$ cat config.mk
export PLATFORM = sky130hd
export DESIGN_NAME = sum_rom_arbiter_flat
export DESIGN_NICKNAME = d
export VERILOG_FILES = /design/src/rtl/sum_rom_arbiter_pkg.sv /design/src/rtl/sum_rom_arbiter_if.sv /design/src/rtl/sum_rom_arbiter_rom.sv /design/src/rtl/sum_rom_arbiter.sv /design/src/flat_wrapper.sv
export SDC_FILE = /design/constraint.sdc
export NUM_CORES = 1
export LEC_CHECK = 0
export BUFFER_PORTS_ARGS = -buffer_cell sky130_fd_sc_hd__buf_4
export CORE_MARGIN = 2
export CORE_UTILIZATION = 47
export DETAILED_ROUTE_END_ITERATION = 10
export MAX_ROUTING_LAYER = met4
export PLACE_DENSITY = 0.73
export SETUP_SLACK_MARGIN = 0.2
export SYNTH_ARGS = -nofsm -noshare
export SYNTH_HDL_FRONTEND = slang
export SYNTH_SLANG_ARGS = --single-unit
$ cat constraint.sdc
create_clock -name CLK100MHZ -period 1.4 [get_ports CLK100MHZ]
set_input_delay 0.28 -clock CLK100MHZ [delete_from_list [all_inputs] [get_ports CLK100MHZ]]
set_output_delay 0.28 -clock CLK100MHZ [all_outputs]
set_load 0.1 [all_outputs]
$ cat src/rtl/sum_rom_arbiter_pkg.sv
// Shared types and constants for the sum ROM arbiter: FSM states, ROM geometry
// and the function that builds the A+B lookup table.
package sum_arb_pkg;

    typedef enum logic [1:0] {
        IDLE,
        LOOKUP,
        RESP
    } arb_state_t;

    localparam int SUM_ROM_DEPTH = 16;
    localparam int SUM_ROM_AW    = 4;
    localparam int SUM_W         = 3;

    typedef logic [SUM_W-1:0] sum_rom_t [SUM_ROM_DEPTH];

    // Entry {A,B} holds A+B; A sits in the two MSBs of the index.
    function automatic sum_rom_t sum_rom_init();
        sum_rom_t tbl;
        for (int i = 0; i < SUM_ROM_DEPTH; i++) begin
            tbl[i] = SUM_W'(i[3:2]) + SUM_W'(i[1:0]);
        end
        return tbl;
    endfunction

endpackage

$ cat src/rtl/sum_rom_arbiter_if.sv
// Requester-side bundle of the sum ROM arbiter: level req / pulse ack handshake,
// packed 2-bit operands per requester, tagged sum response and busy flag.
interface sum_rom_arbiter_if
    import sum_arb_pkg::*;
#(
    parameter int NREQ = 4,
    parameter int IDW  = 2
);
    logic [NREQ-1:0]   req;
    logic [2*NREQ-1:0] a_in;
    logic [2*NREQ-1:0] b_in;
    logic [NREQ-1:0]   ack;
    logic              resp_valid;
    logic [IDW-1:0]    resp_id;
    logic [SUM_W-1:0]  resp_sum;
    logic              busy;

    modport master (
        output req, a_in, b_in,
        input  ack, resp_valid, resp_id, resp_sum, busy
    );

    modport slave (
        input  req, a_in, b_in,
        output ack, resp_valid, resp_id, resp_sum, busy
    );
endinterface

$ cat src/rtl/sum_rom_arbiter_rom.sv
// sum_rom: 16x3 constant A+B table with a registered output (one-cycle read).
// Contents never change, so the output register carries no reset.
module sum_rom
    import sum_arb_pkg::*;
(
    input  logic                  clk,
    input  logic [SUM_ROM_AW-1:0] idx,
    output logic [SUM_W-1:0]      q
);
    localparam sum_rom_t ROM = sum_rom_init();

    always_ff @(posedge clk) begin
        q <= ROM[idx];
    end
endmodule

$ cat src/rtl/sum_rom_arbiter.sv
// sum_rom_arbiter: grants one of NREQ requesters at a time to a shared sum ROM.
// Define SUM_ARB_RR_EN for round-robin arbitration; otherwise lowest index wins.
module sum_rom_arbiter
    import sum_arb_pkg::*;
#(
    parameter int NREQ = 4,
    parameter int IDW  = 2
) (
    input logic              CLK100MHZ,
    input logic              RST,
    sum_rom_arbiter_if.slave bus
);
    arb_state_t       state_q;
    logic [NREQ-1:0]  rot;
    logic             win_found;
    logic [IDW-1:0]   win_id;
    logic [1:0]       a_sel;
    logic [1:0]       b_sel;

    logic [1:0]       a_p0;
    logic [1:0]       b_p0;
    logic [IDW-1:0]   id_p0;
    logic [SUM_W-1:0] sum_p1;

    logic [NREQ-1:0]  ack_q;
    logic             vld_q;
    logic [IDW-1:0]   id_q;
    logic [SUM_W-1:0] sum_q;
    logic             busy_q;
`ifdef SUM_ARB_RR_EN
    logic [IDW-1:0]   ptr_q;
`endif

    // Rotate requests so bit 0 is the current highest-priority requester.
    always_comb begin
        win_found = 1'b0;
        win_id    = '0;
`ifdef SUM_ARB_RR_EN
        rot = NREQ'({bus.req, bus.req} >> ptr_q);
`else
        rot = bus.req;
`endif
        for (int k = 0; k < NREQ; k++) begin
            if (!win_found && rot[k]) begin
                win_found = 1'b1;
`ifdef SUM_ARB_RR_EN
                win_id = IDW'((int'(ptr_q) + k) % NREQ);
`else
                win_id = IDW'(k);
`endif
            end
        end
    end

    assign a_sel = 2'(bus.a_in >> {win_id, 1'b0});
    assign b_sel = 2'(bus.b_in >> {win_id, 1'b0});

    // Stage p0: winner id and operands captured at grant.
    always_ff @(posedge CLK100MHZ) begin
        if (state_q == IDLE && win_found) begin
            a_p0  <= a_sel;
            b_p0  <= b_sel;
            id_p0 <= win_id;
        end
    end

    // Stage p1: ROM output register loads during LOOKUP.
    sum_rom u_rom (
        .clk (CLK100MHZ),
        .idx ({a_p0, b_p0}),
        .q   (sum_p1)
    );

    always_ff @(posedge CLK100MHZ or posedge RST) begin
        if (RST) begin
            state_q <= IDLE;
            busy_q  <= 1'b0;
            ack_q   <= '0;
            vld_q   <= 1'b0;
            id_q    <= '0;
            sum_q   <= '0;
`ifdef SUM_ARB_RR_EN
            ptr_q   <= '0;
`endif
        end else begin
            ack_q <= '0;
            vld_q <= 1'b0;
            id_q  <= '0;
            sum_q <= '0;
            case (state_q)
                IDLE: begin
                    if (win_found) begin
                        state_q <= LOOKUP;
                        busy_q  <= 1'b1;
                    end
                end
                LOOKUP: state_q <= RESP;
                RESP: begin
                    state_q <= IDLE;
                    busy_q  <= 1'b0;
                    ack_q   <= NREQ'(1) << id_p0;
                    vld_q   <= 1'b1;
                    id_q    <= id_p0;
                    sum_q   <= sum_p1;
`ifdef SUM_ARB_RR_EN
                    ptr_q   <= (id_p0 == IDW'(NREQ - 1)) ? '0 : id_p0 + 1'b1;
`endif
                end
                default: state_q <= IDLE;
            endcase
        end
    end

    assign bus.ack        = ack_q;
    assign bus.resp_valid = vld_q;
    assign bus.resp_id    = id_q;
    assign bus.resp_sum   = sum_q;
    assign bus.busy       = busy_q;
endmodule

$ cat src/flat_wrapper.sv
// flat-port wrapper written by rule: the top's interface ports become plain ports
module sum_rom_arbiter_flat import sum_arb_pkg::*;
#(
    parameter int NREQ = 4,
    parameter int IDW  = 2
)
  (CLK100MHZ, RST, bus_req, bus_a_in, bus_b_in, bus_ack, bus_resp_valid, bus_resp_id, bus_resp_sum, bus_busy);
  sum_rom_arbiter_if #(.NREQ(NREQ), .IDW(IDW)) bus_i ();
  input logic CLK100MHZ;
  input logic RST;
  input wire logic [$bits(bus_i.req)-1:0] bus_req;
  input wire logic [$bits(bus_i.a_in)-1:0] bus_a_in;
  input wire logic [$bits(bus_i.b_in)-1:0] bus_b_in;
  output wire logic [$bits(bus_i.ack)-1:0] bus_ack;
  output wire logic [$bits(bus_i.resp_valid)-1:0] bus_resp_valid;
  output wire logic [$bits(bus_i.resp_id)-1:0] bus_resp_id;
  output wire logic [$bits(bus_i.resp_sum)-1:0] bus_resp_sum;
  output wire logic [$bits(bus_i.busy)-1:0] bus_busy;
  assign bus_i.req = bus_req;
  assign bus_i.a_in = bus_a_in;
  assign bus_i.b_in = bus_b_in;
  assign bus_ack = bus_i.ack;
  assign bus_resp_valid = bus_i.resp_valid;
  assign bus_resp_id = bus_i.resp_id;
  assign bus_resp_sum = bus_i.resp_sum;
  assign bus_busy = bus_i.busy;
  sum_rom_arbiter #(.NREQ(NREQ), .IDW(IDW)) u_core (.CLK100MHZ(CLK100MHZ), .RST(RST), .bus(bus_i));
endmodule
### Word level (Yosys, flattened, before mapping)

Memory sizes are Yosys's and may differ from the RTL's. A register that Yosys moved wholly into a read port is not among the register bits.
Index checks and enable logic that the tools add are counted.

* eq/ne operators: 3
* shifts and indexed selects: 3
* mux-type cells: 15
* bitwise gates (word level): 1
* reductions and logical operators: 10

Operators with widths (number)
* $shr A8 B3 Y2: 2
* $mux W2: 4
* $mux W1: 7
* $not A4 Y5: 1
* $logic_and A1 B1 Y1: 4
* $mux W4: 1
* $pmux W2 S2: 1
* $shl A1 B2 Y4 const A: 1
* $logic_not A1 Y1: 3
* $mux W3: 1
* $eq A2 B1 Y1 const B: 1
* $eq A2 B2 Y1 const B: 1
* $logic_not A2 Y1: 1
* $ne A2 B1 Y1 const B: 1
* $pmux W1 S2: 1
* $reduce_and A2 Y1: 1
* $reduce_bool A2 Y1: 1

* register bits: 19
* ROM bits: 48
* logic and storage cells: 42
* memories kept: 1

Memory list
* (name not given): depth 16, bits a word 3, rd ports 1, clocked after memory_dff 1, wr ports 0, line sum_rom_arbiter_rom.sv:13 `q <= ROM[idx];`

### Longest topological paths before layout

* word-level depth: 12
* gate-level depth with buffers: 5

### Hierarchy

A second synthesis with hierarchy kept.

* cells, all modules: 60
* area, all modules: 890.9 um2

By module, submodules not included
* sum_rom_arbiter: times used 1, cells an instance 45, area an instance 744.5 um2, seq. area each 505.5 um2
* sum_rom: times used 1, cells an instance 15, area an instance 146.4 um2, seq. area each 60.1 um2

### Least setup slack after synthesis

Ideal clock, no wire load.

* kind: input port to flip-flop
* start point: input port bus_req[2]
* end point: register u_core.a_p0[0], data pin
* library setup time: 0.258 ns
* arrival: 1.107 ns
* required time: 1.142 ns
* slack: 0.035 ns
* cell stages on the path: 4
* buffers on the path: 1
* cell sequence: buf_6 > or4b_4 > o22ai_1 > a21oi_1

* cells in the longest elaborated chain, start to end: 6

Ends and longest elaborated chain
* from (decl): line flat_wrapper.sv:11 `input wire logic [$bits(bus_i.req)-1:0] bus_req;`
* $logic_and A1 B1 Y1 *: line sum_rom_arbiter.sv:44 `if (!win_found && rot[k]) begin`
* $mux W1: line sum_rom_arbiter.sv:44
* $logic_not A1 Y1: line sum_rom_arbiter.sv:44
* $logic_and A1 B1 Y1: line sum_rom_arbiter.sv:44
* $mux W2 *: line sum_rom_arbiter.sv:44
* $shr A8 B3 Y2 *: line sum_rom_arbiter.sv:55 `assign a_sel = 2'(bus.a_in >> {win_id, 1'b0});`
* net u_core.a_sel[0]: line sum_rom_arbiter.sv:17 `logic [1:0] a_sel;`
* to (signal assigned): line sum_rom_arbiter.sv:61 `a_p0 <= a_sel;`
* to (decl): line sum_rom_arbiter.sv:20 `logic [1:0] a_p0;`

Mark *: on every way through the listed nets, which the timed path passes. The rest lies on a longest branch.
A chain may end at the register's enable or synchronous reset.

### Final worst setup path

* start point: register u_core.busy_q (netlist: u_core.bus.busy)
* end point: output port bus_busy

RTL lines
* from (decl): line sum_rom_arbiter.sv:29 `logic busy_q;`
* from (signal assigned): line sum_rom_arbiter.sv:77 `busy_q <= 1'b0;`
* from (signal assigned): line sum_rom_arbiter.sv:94 `busy_q <= 1'b1;`
* from (signal assigned): line sum_rom_arbiter.sv:100 `busy_q <= 1'b0;`
* to (decl): line flat_wrapper.sv:18 `output wire logic [$bits(bus_i.busy)-1:0] bus_busy;`

No word-level cell between the ends.

==> impl_metrics.ini <==
[status]
status = finished clean

[floorplan]
die_width_microns = 48.7
placementRows = 16
fp.coreArea_sq_mm = 0.00192
io-pin-count = 33
die_height_microns = 48.7
floorplan.initialDensity = 0.490
die_area_sq_mm = 0.00238

[global_route]
first_pass_grt_wire_length_microns = 2740
grt_antenna_before_repair = 0
grtUsageTotal = 0.155
remaining_global_route_overflow = 0
via_count_of_the_first_global_routing_pass = 697
grt_max_degree = 14

[yosys]
post_synth_net_total = 110
post_synth.cell_area_avg_sq_um = 10.9
synth_seq_area_share = 0.601
synthesis.area_sq_um = 941
yosys_register_bits = 22
yosysWarnings = 0
yosys.cell_types.count = 26
netlist_instances = 86

[cells_and_area]
area.growth.synth_to_final_pct = 42.7
layout.area.seq_sq_um = 566
layout-drive-gt1-share = 0.344
design.final.nets = 150
diodes = 0
multi_input_comb_area_sq_um = 327
n_fill_cell = 167
postLayoutCoreUtil = 0.699

[sta]
setup_tns_ns = 0
worstMarginPinSlew_ns = 0.450
finalCriticalPeriod_ns = 1.18
skew_ns = 0.00592
max-slew-margin-rel = 0.700
setup-violations-final = 0
finalCritPeriodShare = 0.845
finalMaxSlewViolations = 0
rsz0062_at_grt = yes
finalHoldViolCount = 0
fmaxAchievable_mhz = 845

[clock_network]
cts_buffers = 3
cts-htree-levels = 1
worst_skew_pair_latency_ns = 0.30
tritoncts = yes
cts-root-buf = sky130_fd_sc_hd__clkbuf_4
clkSinkCount = 22
clk_transition_reported_paths_ns = 0.11
clockBufferDepth = 2

[critical_path]
cell_by_cell_trace_of_the_critical_path = buf_12
worst_r2r_path_depth = 4
data_arrival_time_of_the_critical_path_ns = 0.90
critical_path_required_ns = 1.12
critical_path.top_delay_family = flip-flops
end_kind = primary output
cp_slowest_cell = sky130_fd_sc_hd__dfrtp_1
critical_path_depth = 1
critPathLaunchType = register
cpPeakStageDelay_ns = 0.42
critPathMaxFanout = 2
path_class = reg -> out
worstPathBufferInverterCount = 1

[route]
antenna_left = 0
routed_via_density = 4.80
number_of_drc_markers_in_iteration_0 = 3
post_drt_wl_per_cell_microns = 10.4
vias = 729
detailedRoute.firstPassIterationCount = 2
routed_wirelength_microns = 1580
drc = 0

[min_path]
class_of_the_tightest_hold_or_removal_check = in -> reg
holdPathStages = 2

[place]
post-dp-hpwl_microns = 1220
gpl.final_weighted_congestion = 0.766
port-buffer-count = 32

[power_and_ir_drop]
p_leak_uw = 0.000647
total_power_uw = 2530
power.density_cell_area_mw_per_mm2 = 1880
worst_ir_drop_vdd_mv = 1.08

[flow_run]
max_cap_viols = 0
-- Yosys cell counts, drive strengths merged --
| cell | instances | share of area |
|---|---|---|
| dfrtp | 13 | 0.35 |
| nor4 | 1 | 0.0067 |
| clkbuf | 1 | 0.0040 |
| nor3 | 4 | 0.021 |
| o21ai | 2 | 0.011 |
| buf | 2 | 0.017 |
| or4b | 1 | 0.015 |
| nand2 | 5 | 0.020 |
| ha | 2 | 0.027 |
| o22ai | 4 | 0.027 |
| nor2b | 5 | 0.033 |
| a221o | 4 | 0.043 |
| and2 | 5 | 0.033 |
| nor2 | 7 | 0.028 |
| edfxtp | 6 | 0.19 |
| or3 | 1 | 0.0067 |
| inv | 9 | 0.036 |
| a21oi | 6 | 0.032 |
| nand2b | 1 | 0.0067 |
| xnor2 | 1 | 0.0093 |
| o21a | 1 | 0.0080 |
| xor2 | 1 | 0.0093 |
| dfxtp | 3 | 0.064 |
| and3 | 1 | 0.0067 |
-- final timing paths --
path	startpoint	to	slack, ns
setup / recovery	u_core.bus.busy$_DFFE_PP0P_	bus_busy	0.22
hold / removal	bus_req[1]	u_core.id_p0[1]$_DFFE_PP_	0.31
setup reg to reg	u_core.state_q[0]$_DFFE_PP0P_	u_core.bus.ack[2]$_DFF_PP0_	0.28
hold reg to reg	u_core.u_rom.q[2]$_DFF_P_	u_core.bus.resp_sum[2]$_DFF_PP0_	0.45
max in group asynchronous	RST	u_core.bus.ack[2]$_DFF_PP0_	0.56
min in group asynchronous	RST	u_core.bus.resp_sum[0]$_DFF_PP0_	0.53
-- per-layer routing --
layer / GRT usage / wire length [microns] / part of all wire / vias up
li1: - / - / - / 371
met1: 0.157 / 602 / 0.38 / 317
met2: 0.274 / 821 / 0.52 / 36
met3: 0.00926 / 100 / 0.063 / 5
met4: 0.129 / 57 / 0.036 / 0
met5: - / 0 / 0 / -
-- cells by family after synthesis --
logic type,synth area share
adders and majority gates,0.0266
and+or+nand+nor,0.177
AOI/OAI and AO/OA,0.120
DFF,0.601
xor gates and xnor gates,0.0186
buffers and inverters,0.0572
-- cell type report --
cell class | instances | share of cell area
well taps | 27 | 0.0252
repair buffers | 38 | 0.266
flip-flops and latches | 22 | 0.421
clock inverters | 1 | 0.00280
inverters | 9 | 0.0252
multi-input cells | 52 | 0.243
clock buffers | 3 | 0.0168
-- metrics by stage --
step / hold slack (ns) / cells / instance area (sq um) / setup WS (ns)
after floorplan: 0.157 / 86 / 950 / 0.107
after global placement: 0.309 / 146 / 1230 / 0.0201
after detailed placement: 0.318 / 146 / 1230 / 0.00116
after CTS: 0.301 / 151 / 1310 / 0.194
after global routing: 0.314 / 152 / 1340 / 0.168
final: 0.308 / 152 / 1340 / 0.217
-- sequential cells by signal (all words and copies together) (netlist names) --
register	cells
u_core.bus.ack	4
u_core.bus.resp_sum	3
u_core.u_rom.q	3
u_core.a_p0	2
u_core.b_p0	2
u_core.bus.resp_id	2
u_core.id_p0	2
u_core.state_q	2
u_core.bus.busy	1
u_core.bus.resp_valid	1
-- cell usage in the layout, fill, tap and decap left out, drive strengths merged --
cell type,n
a21oi,6
dfrtp,13
a221o,4
clkinv,1
o21ai,2
and2,5
buf,37
o21a,1
nor3,4
dlygate4sd3,1
edfxtp,6
or3,1
nand2b,1
inv,9
nor2b,5
nor4,1
o22ai,4
xor2,1
and3,1
dfxtp,3
xnor2,1
or4b,1
nand2,5
nor2,7
ha,2
clkbuf,3
-- worst reg2reg max path: stages (launching register included) --
cell                       delay (ns)
sky130_fd_sc_hd__dfrtp_1         0.43
sky130_fd_sc_hd__nand2b_1        0.20
sky130_fd_sc_hd__inv_2           0.11
sky130_fd_sc_hd__and2_1          0.16
sky130_fd_sc_hd__nor2b_1         0.15
-- power breakdown --
| part | total [uW] | internal [uW] | switching, uW |
|---|---|---|---|
| registers | 1040 | 899 | 137 |
| clock network | 282 | 104 | 177 |
| logic | 1210 | 418 | 792 |
-- what timing repair did --
action / in CTS / in global routing
gates resized for setup: 11 / 7
hold buffers: 1 / 0
endpoints found under the hold margin: 13 / 0
buffers inserted: 0 / 1
pin swaps: 0 / 0
setup endpoints to repair: 11 / 8
(Power assumes the default switching activity.)
